### src/rtl/pipelined_multiplier.sv
// Two-stage pipelined integer multiplier with a valid strobe travelling alongside the data.
// Define MULT_SIGNED_EN to treat a/b as two's-complement (signed product, sign-extended result).
module pipelined_multiplier #(
  parameter int unsigned DATA_WIDTH   = 8,
  parameter int unsigned RESULT_WIDTH = 16
) (
  input  logic                    clk,
  input  logic                    rst_n,
  input  logic [DATA_WIDTH-1:0]   a,
  input  logic [DATA_WIDTH-1:0]   b,
  input  logic                    valid_in,
  output logic [RESULT_WIDTH-1:0] out,
  output logic                    valid_out
);

  localparam int unsigned ProdWidth = 2 * DATA_WIDTH;
  localparam int unsigned ExtWidth  = (RESULT_WIDTH > ProdWidth) ? RESULT_WIDTH : ProdWidth;

  logic [DATA_WIDTH-1:0]   a_q, a_d;
  logic [DATA_WIDTH-1:0]   b_q, b_d;
  logic                    v1_q;
  logic [RESULT_WIDTH-1:0] out_q, out_d;
  logic                    valid_out_q, valid_out_d;

  logic [ProdWidth-1:0]    a_ext;
  logic [ProdWidth-1:0]    prod;
  logic [ExtWidth-1:0]     prod_ext;

  // Operands only load on valid_in, so idle (possibly X) inputs never reach the datapath.
  always_comb begin
    a_d = a_q;
    b_d = b_q;
    if (valid_in) begin
      a_d = a;
      b_d = b;
    end
  end

  always_ff @(posedge clk or negedge rst_n) begin
    if (!rst_n) begin
      a_q  <= '0;
      b_q  <= '0;
      v1_q <= 1'b0;
    end else begin
      a_q  <= a_d;
      b_q  <= b_d;
      v1_q <= valid_in;
    end
  end

  // Shift-and-add over DATA_WIDTH partial products; signed mode subtracts the MSB term.
  always_comb begin
`ifdef MULT_SIGNED_EN
    a_ext = {{DATA_WIDTH{a_q[DATA_WIDTH-1]}}, a_q};
`else
    a_ext = {{DATA_WIDTH{1'b0}}, a_q};
`endif
    prod = '0;
    for (int unsigned i = 0; i < DATA_WIDTH; i++) begin
      if (b_q[i]) begin
`ifdef MULT_SIGNED_EN
        if (i == DATA_WIDTH - 1) begin
          prod = prod - (a_ext << i);
        end else begin
          prod = prod + (a_ext << i);
        end
`else
        prod = prod + (a_ext << i);
`endif
      end
    end

`ifdef MULT_SIGNED_EN
    prod_ext = {ExtWidth{prod[ProdWidth-1]}};
`else
    prod_ext = '0;
`endif
    prod_ext[ProdWidth-1:0] = prod;
  end

  always_comb begin
    out_d       = out_q;
    valid_out_d = v1_q;
    if (v1_q) begin
      out_d = prod_ext[RESULT_WIDTH-1:0];
    end
  end

  always_ff @(posedge clk or negedge rst_n) begin
    if (!rst_n) begin
      out_q       <= '0;
      valid_out_q <= 1'b0;
    end else begin
      out_q       <= out_d;
      valid_out_q <= valid_out_d;
    end
  end

  assign out       = out_q;
  assign valid_out = valid_out_q;

endmodule

### config.mk
export PLATFORM = sky130hd
export DESIGN_NAME = pipelined_multiplier
export DESIGN_NICKNAME = d
export VERILOG_FILES = /design/src/rtl/pipelined_multiplier.sv
export SDC_FILE = /design/constraint.sdc
export NUM_CORES = 1
export LEC_CHECK = 0
export CAP_MARGIN = 20
export CELL_PAD_IN_SITES_DETAIL_PLACEMENT = 1
export CELL_PAD_IN_SITES_GLOBAL_PLACEMENT = 2
export CORE_MARGIN = 2
export CORE_UTILIZATION = 30
export CTS_CLUSTER_SIZE = 28
export DETAILED_ROUTE_END_ITERATION = 7
export PLACE_DENSITY_LB_ADDON = 0.1
export SKIP_CTS_REPAIR_TIMING = 1
export SYNTH_ARGS = -nofsm -noshare
export SYNTH_HDL_FRONTEND = slang
export SYNTH_SLANG_ARGS = --single-unit
### constraint.sdc
create_clock -name clk -period 14.4 [get_ports clk]
set_input_delay 4.32 -clock clk [delete_from_list [all_inputs] [get_ports clk]]
set_output_delay 4.32 -clock clk [all_outputs]
set_load 0.02 [all_outputs]
# ---- After elaboration in Yosys (flattened, before gate mapping)
# Cells that the tools add are included.
dict set report word_totals {
  regBits 34
  input_bits 19
  out_inout_bits 17
  wordCells 20
}
dict set report op_classes {
  addsub 7
  n_mux 8
}
# operator count
set op_table {}
lappend op_table {{$mux 16} 7}
lappend op_table {{$add 16x10->16} 1}
lappend op_table {{$add 16x11->16} 1}
lappend op_table {{$add 16x12->16} 1}
lappend op_table {{$add 16x13->16} 1}
lappend op_table {{$add 16x14->16} 1}
lappend op_table {{$add 16x15->16} 1}
lappend op_table {{$add 16x9->16} 1}
lappend op_table {{$mux 8} 1}

# ---- Logic depth before layout (Yosys ltp)
# Gate-level depths: netlist of run 1.
dict set report depth {
  word_depth 15
  mapped_depth 50
  depth_no_buf 49
}

# ---- Worst setup path before layout of run 1
# Ideal clock, no wire load.
dict set report synth_path {
  path_kind {register -> register}
  startpoint {register a_q[1]}
  endpoint {register out_q[13] (netlist: out[13])}
  setup_ns 0.118
  arrival_ns 8.743
  required_ns 14.282
  path_slack_ns 5.538
  path_stages_with_launch 42
  path_buffers 1
  period_less_slack_ns 8.862
  cell_sequence {dfrtp_1 buf_2 nand2_1 inv_1 ha_1 ha_1 and3_4 a31oi_2 nand2_1 xor2_1 nand2_1 o21ai_0 ha_1 or4b_2 o2111ai_1 o31ai_1 o41ai_1 ha_1 [6 not listed] or4_1 o211ai_1 o21ba_2 ha_1 or4b_2 nand4_1 o21a_1 ha_1 xor2_1 a21oi_1 a21bo_2 ha_1 a21oi_1 o21bai_1 a21oi_1 xnor2_1 o2bb2ai_1 a21o_1}
}
dict set report synth_via {
  elab_chain_cells 15
}
# item line
set synth_rtl {}
lappend synth_rtl {{from (decl)} 19} ;# logic [DATA_WIDTH-1:0] a_q, a_d;
lappend synth_rtl {{from (signal assigned)} 41} ;# a_q <= '0;
lappend synth_rtl {{from (signal assigned)} 45} ;# a_q <= a_d;
lappend synth_rtl {{$mux 8} 60} ;# if (b_q[i]) begin
lappend synth_rtl {{$add 16x9->16} 68} ;# prod = prod + (a_ext << i);
lappend synth_rtl {{$mux 16} 60}
lappend synth_rtl {{$add 16x10->16} 68}
lappend synth_rtl {{$mux 16} 60}
lappend synth_rtl {{$add 16x11->16} 68}
lappend synth_rtl {{$mux 16} 60}
lappend synth_rtl {{$add 16x12->16} 68}
lappend synth_rtl {{$mux 16} 60}
lappend synth_rtl {{$add 16x13->16} 68}
lappend synth_rtl {{$mux 16} 60}
lappend synth_rtl {{$add 16x14->16} 68}
lappend synth_rtl {{$mux 16} 60}
lappend synth_rtl {{$add 16x15->16} 68}
lappend synth_rtl {{$mux 16 *} 60}
lappend synth_rtl {{to (signal assigned)} 94} ;# out_q <= out_d;
lappend synth_rtl {{to (decl)} 22} ;# logic [RESULT_WIDTH-1:0] out_q, out_d;
# Every way passes the cells marked *; elsewhere a longest branch is shown, timed or not.
# A chain may end at the register's enable or synchronous reset.

# ---- Worst setup path in the final report of run 1
dict set report layout_path {
  startpoint {register a_q[1]}
  endpoint {register out_q[15] (netlist: out[15])}
}
# Same word-level chain as after synthesis.

==> flow_metrics.env, run 1 <==
export IMPL_clockRootBuffer="clkbuf_16"
export IMPL_crit_arrival_ps=10280
export IMPL_fin_tns_setup_ps=0
export IMPL_cpMaxStageDelayCell="dfrtp_1"
export IMPL_die_x_um=128
export IMPL_drc_errors=0
export IMPL_design_core_area_um2=15100
export IMPL_start_kind="flip-flop"
export IMPL_clock_skew_ps=4.52
export IMPL_grt_max_degree=35
export IMPL_numClockSinks=34
export IMPL_synth_area_per_cell_um2=8.02
export IMPL_path_max_fanout=15
export IMPL_synth_edf_count=0
export IMPL_cts_htree_levels=2
export IMPL_rsz0062_at_grt="false"
export IMPL_area_growth_pct=14.0
export IMPL_worstMarginPinSlew_ps=945
export IMPL_hpwl_mm=11.9
export IMPL_drt_pass1_iter_count=4
export IMPL_synth_seq_cells=34
export IMPL_mappedNetlistNets=659
export IMPL_avgViaCountPerCell=5.50
export IMPL_p_leak_nw=2.41
export IMPL_dieArea_um2=16400
export IMPL_initial_core_util_pct=30.5
export IMPL_fin_nets=679
export IMPL_die_h_um=128
export IMPL_route_detailed_wl_per_inst_um=19.9
export IMPL_synth_area_leader_cell="dfrtp_1"
export IMPL_grt_pass1_vias=4452
export IMPL_worstHoldPathType="flip-flop to flip-flop"
export IMPL_clock_fmax_ghz=0.0987
export IMPL_row_count=45
export IMPL_ant_nets=0
export IMPL_drt_iter0_drc=194
export IMPL_grt_pass1_wl_mm=25.1
export IMPL_io_pins=36
export IMPL_cts_buffers=5
export IMPL_clock_latency_ps=280
export IMPL_clkTransAtPathRegs_ps=50
export IMPL_place_gp_congestion=0.830
export IMPL_ys_types=71
export IMPL_seq_area_frac_synth_pct=18.4
export IMPL_powerDensity_nw_per_um2=184
export IMPL_clockBufferDepth=2
export IMPL_slew_headroom_pct=36.8
export IMPL_cp_startpoint="a_q[1]"
export IMPL_netlist_top_cells_count="ha_1, nand2_1, a21oi_1"
export IMPL_critical_path_class="flip-flop to flip-flop"
export IMPL_netlist_area_um2=4620
export IMPL_syn_inst=576
export IMPL_cp_data_required_time_ps=14550
export IMPL_status="finished clean"
export IMPL_rr_startpoint="a_q[1]"
export IMPL_vias=4316
export IMPL_overflow=0
export IMPL_max_stage_delay_ps=750
export IMPL_holdCritStartpoint="out[2]"
export IMPL_yosys_warnings=0
export IMPL_wl_mm=15.6
export IMPL_utilization_pct=34.8
export IMPL_ir_drop_v=0.0000753
export IMPL_timing_final_crit_share_pct=70.4
export IMPL_async_reset_ff_share_pct=100
export IMPL_io_buffers=35
export IMPL_cap_violations=0
export IMPL_diodes=0
export IMPL_setup_viol=0
export IMPL_antenna_found_initial=0
export IMPL_synth_flop_cell="dfrtp_1"
export IMPL_worstSetupEndpointType="flip-flop"
export IMPL_hold_viol_final=0
export IMPL_grtUsageTotal_pct=19.6
export IMPL_synthTopCellsByArea="dfrtp_1, ha_1, a21oi_1"
export IMPL_synth_top_area_share_pct=18.4
export IMPL_slew_violations=0
export IMPL_path_common_cell="ha_1"
export IMPL_cts_tree="built"
export IMPL_fin_crit_ps=10130
export IMPL_yosysMostFrequentCell="ha_1"
export IMPL_drive_above_1_share_pct=7.87
-- stage by stage --
| stage | power (mW) | hold WS [ps] | instance area, um2 | setup WS (ps) | instances |
|---|---|---|---|---|---|
| after global routing | 1.07 | 553 | 5270 | 3550 | 785 |
| after floorplan | 0.665 | 373 | 4620 | 5540 | 576 |
| after detailed placement | 0.863 | 511 | 5120 | 4300 | 777 |
| final | 0.970 | 524 | 5270 | 4270 | 785 |
| after global placement | 0.849 | 504 | 5120 | 4420 | 777 |
| after CTS | 0.976 | 527 | 5270 | 4280 | 785 |
-- registers in the layout, indices dropped and copies added, names as in the netlist --
name and flops:
v1_q 1, a_q 8, valid_out 1, b_q 8, out 16
-- power by group --
| group | switching, mW | total [mW] | leakage, nW | internal (mW) |
|---|---|---|---|---|
| Sequential | 0.0300 | 0.147 | 0.409 | 0.117 |
| Combinational | 0.401 | 0.716 | 1.92 | 0.315 |
| Clock | 0.0386 | 0.107 | 0.0739 | 0.0685 |
-- cell families after synthesis --
logic type               after synthesis  share of synthesized area (%)
AO/OA/AOI/OAI                        193                           28.7
AND/OR/NAND/NOR                      165                           18.0
buffers and inverters                 70                           6.12
adder cells (fa/ha/maj)               64                           18.3
flip-flops                            34                           18.4
XOR/XNOR                              30                           5.69
multiplexers                          20                           4.72
-- worst max-delay path: cells and delay by family, from the launching register on --
| family | cells | cell delay, ps |
|---|---|---|
| compound gates | 21 | 3460 |
| xor+xnor | 2 | 420 |
| fa+ha+maj | 8 | 2630 |
| buf+inv | 1 | 100 |
| flops | 1 | 750 |
| simple gates | 8 | 2620 |
-- cell usage in the layout, fill, tap and decap left out, types with 4 or more instances in the layout --
master,instances
nor2b_1,8
and3_1,8
nand2_1,55
clkdlybuf4s50_1,34
xor2_1,13
a221o_1,5
a21o_1,16
dfrtp_1,34
nor3_1,13
clkbuf_16,5
xnor2_1,17
o211a_1,4
mux2i_1,6
nand3_1,13
fa_1,6
o211ai_1,11
and2_1,4
buf_4,6
a21oi_1,43
ha_1,58
mux2_2,14
or3_1,5
o31ai_1,5
nand2b_1,9
a31oi_1,5
o21a_1,18
nor2_1,27
inv_1,40
o21ai_0,41
-- final timing paths --
check | endpoint | slack [ps] | cells after the start
min in group asynchronous | out[14] | 4130 | 1
max in group asynchronous | out[13] | 9770 | 1
worst min-delay path | out[2] | 520 | 1
worst max-delay path | out[15] | 4270 | 40
worst min register to register | out[2] | 520 | 1
worst max register to register | out[15] | 4270 | 40
-- routing by layer --
layer	track usage, %	vias up	wire, um
met4	2.59	0	97
met1	28.9	2103	8110
met2	31.5	63	6910
li1	-	2140	-
met3	2.21	10	467
met5	0	-	0
-- area by class of cell --
type / count / area (um2)
multi-input cells: 472 / 3480
clock inverters: 1 / 5.00
fillers: 1816 / 9880
flip-flops and latches: 34 / 851
repair buffers: 41 / 390
inverters: 42 / 158
well taps: 188 / 235
clock buffers: 7 / 143
Power figures use the tool's default switching activity.
==> inputs of run 2 (changes only) <==
Clock period 14.4 ns to 10 ns, I/O delays scaled along.
==> run 2 against run 1 <==
Compared with the run above: clock power increased by 47%; via count is 2.7% higher; sequential power is 41% higher; die area is the same; flip-flop and latch count did not move; setup slack worse by 3800 ps; first-iteration DRC count rose by 13%; design area rose by 3.0%; largest power group unchanged; highest routed layer unchanged.
==> flow_metrics.env, run 2 (synthesis gave the netlist of run 1 again) <==
export IMPL_cp_startpoint="b_q[0]"
export IMPL_io_pins=36
export IMPL_grt_pass1_wl_mm=26.0
export IMPL_clock_skew_ps=2.05
export IMPL_cap_violations=0
export IMPL_die_h_um=128
export IMPL_clkTransAtPathRegs_ps=50
export IMPL_post_place_cells=785
export IMPL_io_buffers=35
export IMPL_route_detailed_wl_per_inst_um=20.5
export IMPL_finalWorstSetupSlack_ps=515
export IMPL_vias=4433
export IMPL_p_leak_nw=2.46
export IMPL_cts_htree_levels=2
export IMPL_area_growth_pct=17.5
export IMPL_dieArea_um2=16400
export IMPL_place_gp_congestion=0.848
export IMPL_setup_viol=0
export IMPL_crit_arrival_ps=9640
export IMPL_grt_max_degree=35
export IMPL_grtUsageTotal_pct=20.3
export IMPL_drt_pass1_iter_count=4
export IMPL_path_max_fanout=14
export IMPL_clockBufferDepth=2
export IMPL_cts_buffers=5
export IMPL_cpMaxStageDelayCell="or4b_2"
export IMPL_fin_crit_ps=9480
export IMPL_path_delay_family="compound AO/OA/AOI/OAI gates"
export IMPL_clock_latency_ps=280
export IMPL_grt_pass1_vias=4646
export IMPL_worstMarginPinSlew_ps=1020
export IMPL_most_common_layout_cells="nand2_1, ha_1, inv_1"
export IMPL_drt_iter0_drc=219
export IMPL_whs_ps=527
export IMPL_overflow=0
export IMPL_start_kind="flip-flop"
export IMPL_timing_final_crit_share_pct=94.8
export IMPL_design_core_area_um2=15100
export IMPL_largest_reg_flops=16
export IMPL_slew_headroom_pct=31.9
export IMPL_drc_errors=0
export IMPL_fin_cells=796
export IMPL_avgViaCountPerCell=5.57
export IMPL_path_common_cell="ha_1"
export IMPL_cts_tree="built"
export IMPL_row_count=45
export IMPL_max_stage_delay_ps=670
export IMPL_holdCritStartpoint="out[11]"
export IMPL_critical_path_class="flip-flop to flip-flop"
export IMPL_final_common_cell="nand2_1"
export IMPL_die_x_um=128
export IMPL_cp_data_required_time_ps=10160
export IMPL_worstHoldPathType="flip-flop to flip-flop"
export IMPL_hpwl_mm=12.3
export IMPL_clockRootBuffer="clkbuf_16"
export IMPL_status="finished clean"
export IMPL_clock_fmax_ghz=0.105
export IMPL_wl_mm=16.3
export IMPL_power_mw=1.45
export IMPL_rr_startpoint="b_q[0]"
export IMPL_diodes=0
export IMPL_worstSetupEndpointType="flip-flop"
export IMPL_drive_above_1_share_pct=12.0
export IMPL_crit_buf_inv=2
export IMPL_pre_cts_ws_ps=288
export IMPL_antenna_found_initial=0
export IMPL_fin_nets=690
export IMPL_slew_violations=0
export IMPL_ant_nets=0
export IMPL_hold_viol_final=0
export IMPL_numClockSinks=34
export IMPL_initial_core_util_pct=30.5
export IMPL_powerDensity_nw_per_um2=267
export IMPL_ir_drop_v=0.000104
[run 2: cell count changes in the layout (fill, tap and decap cells not counted), moves of 2 or more]
| cell | before | now |
|---|---|---|
| o21ai_0 | 41 | 39 |
| buf_4 | 6 | 16 |
| ha_1 | 58 | 53 |
| a21oi_2 | 0 | 5 |
| a21oi_1 | 43 | 38 |
| ha_2 | 0 | 5 |
[run 2: tightest hold or removal path, stage by stage, from the launching register on]
cell     delay, ps
dfrtp_1        350
a21oi_1         70
o21ai_0         70
[run 2: area by class of cell]
type | instances | area [um2]
fill | 1811 | 9720
multi-input combinational | 472 | 3560
sequential | 34 | 851
timing repair buffer | 52 | 477
tap | 188 | 235
inverter | 42 | 158
clock buffer | 7 | 143
clock inverter | 1 | 5.00
[run 2: through the flow]
step / utilization (%) / TNS [ps] / cell area, um2
floorplan: - / 0 / 4620
global placement: 34.2 / 0 / 5180
detailed placement: 34.2 / 0 / 5180
CTS: 35.2 / 0 / 5330
global route: 35.8 / -55.8 / 5420
finish: 35.8 / 0 / 5420
[run 2: report_power, final]
part           total [mW]  switching [mW]  internal [mW]
logic                1.08           0.603          0.478
clock network       0.157          0.0582         0.0988
registers           0.208          0.0388          0.169
[run 2: path summary, 6_finish.rpt]
path                             endpoint  slack [ps]  depth (start not counted)
worst max-delay path              out[14]         520                         40
worst min-delay path              out[11]         530                          2
worst max register to register    out[14]         520                         40
worst min register to register    out[11]         530                          2
max in group asynchronous          a_q[3]        6640                          1
min in group asynchronous       valid_out        2820                          1
[run 2: routing by layer]
layer | track usage [%] | up-vias | part of all wire, %
met4 | 4.40 | 0 | 1.6
met1 | 28.9 | 2186 | 50
met2 | 32.7 | 70 | 44
met3 | 2.92 | 15 | 3.7
li1 | - | 2162 | -
met5 | 0 | - | 0
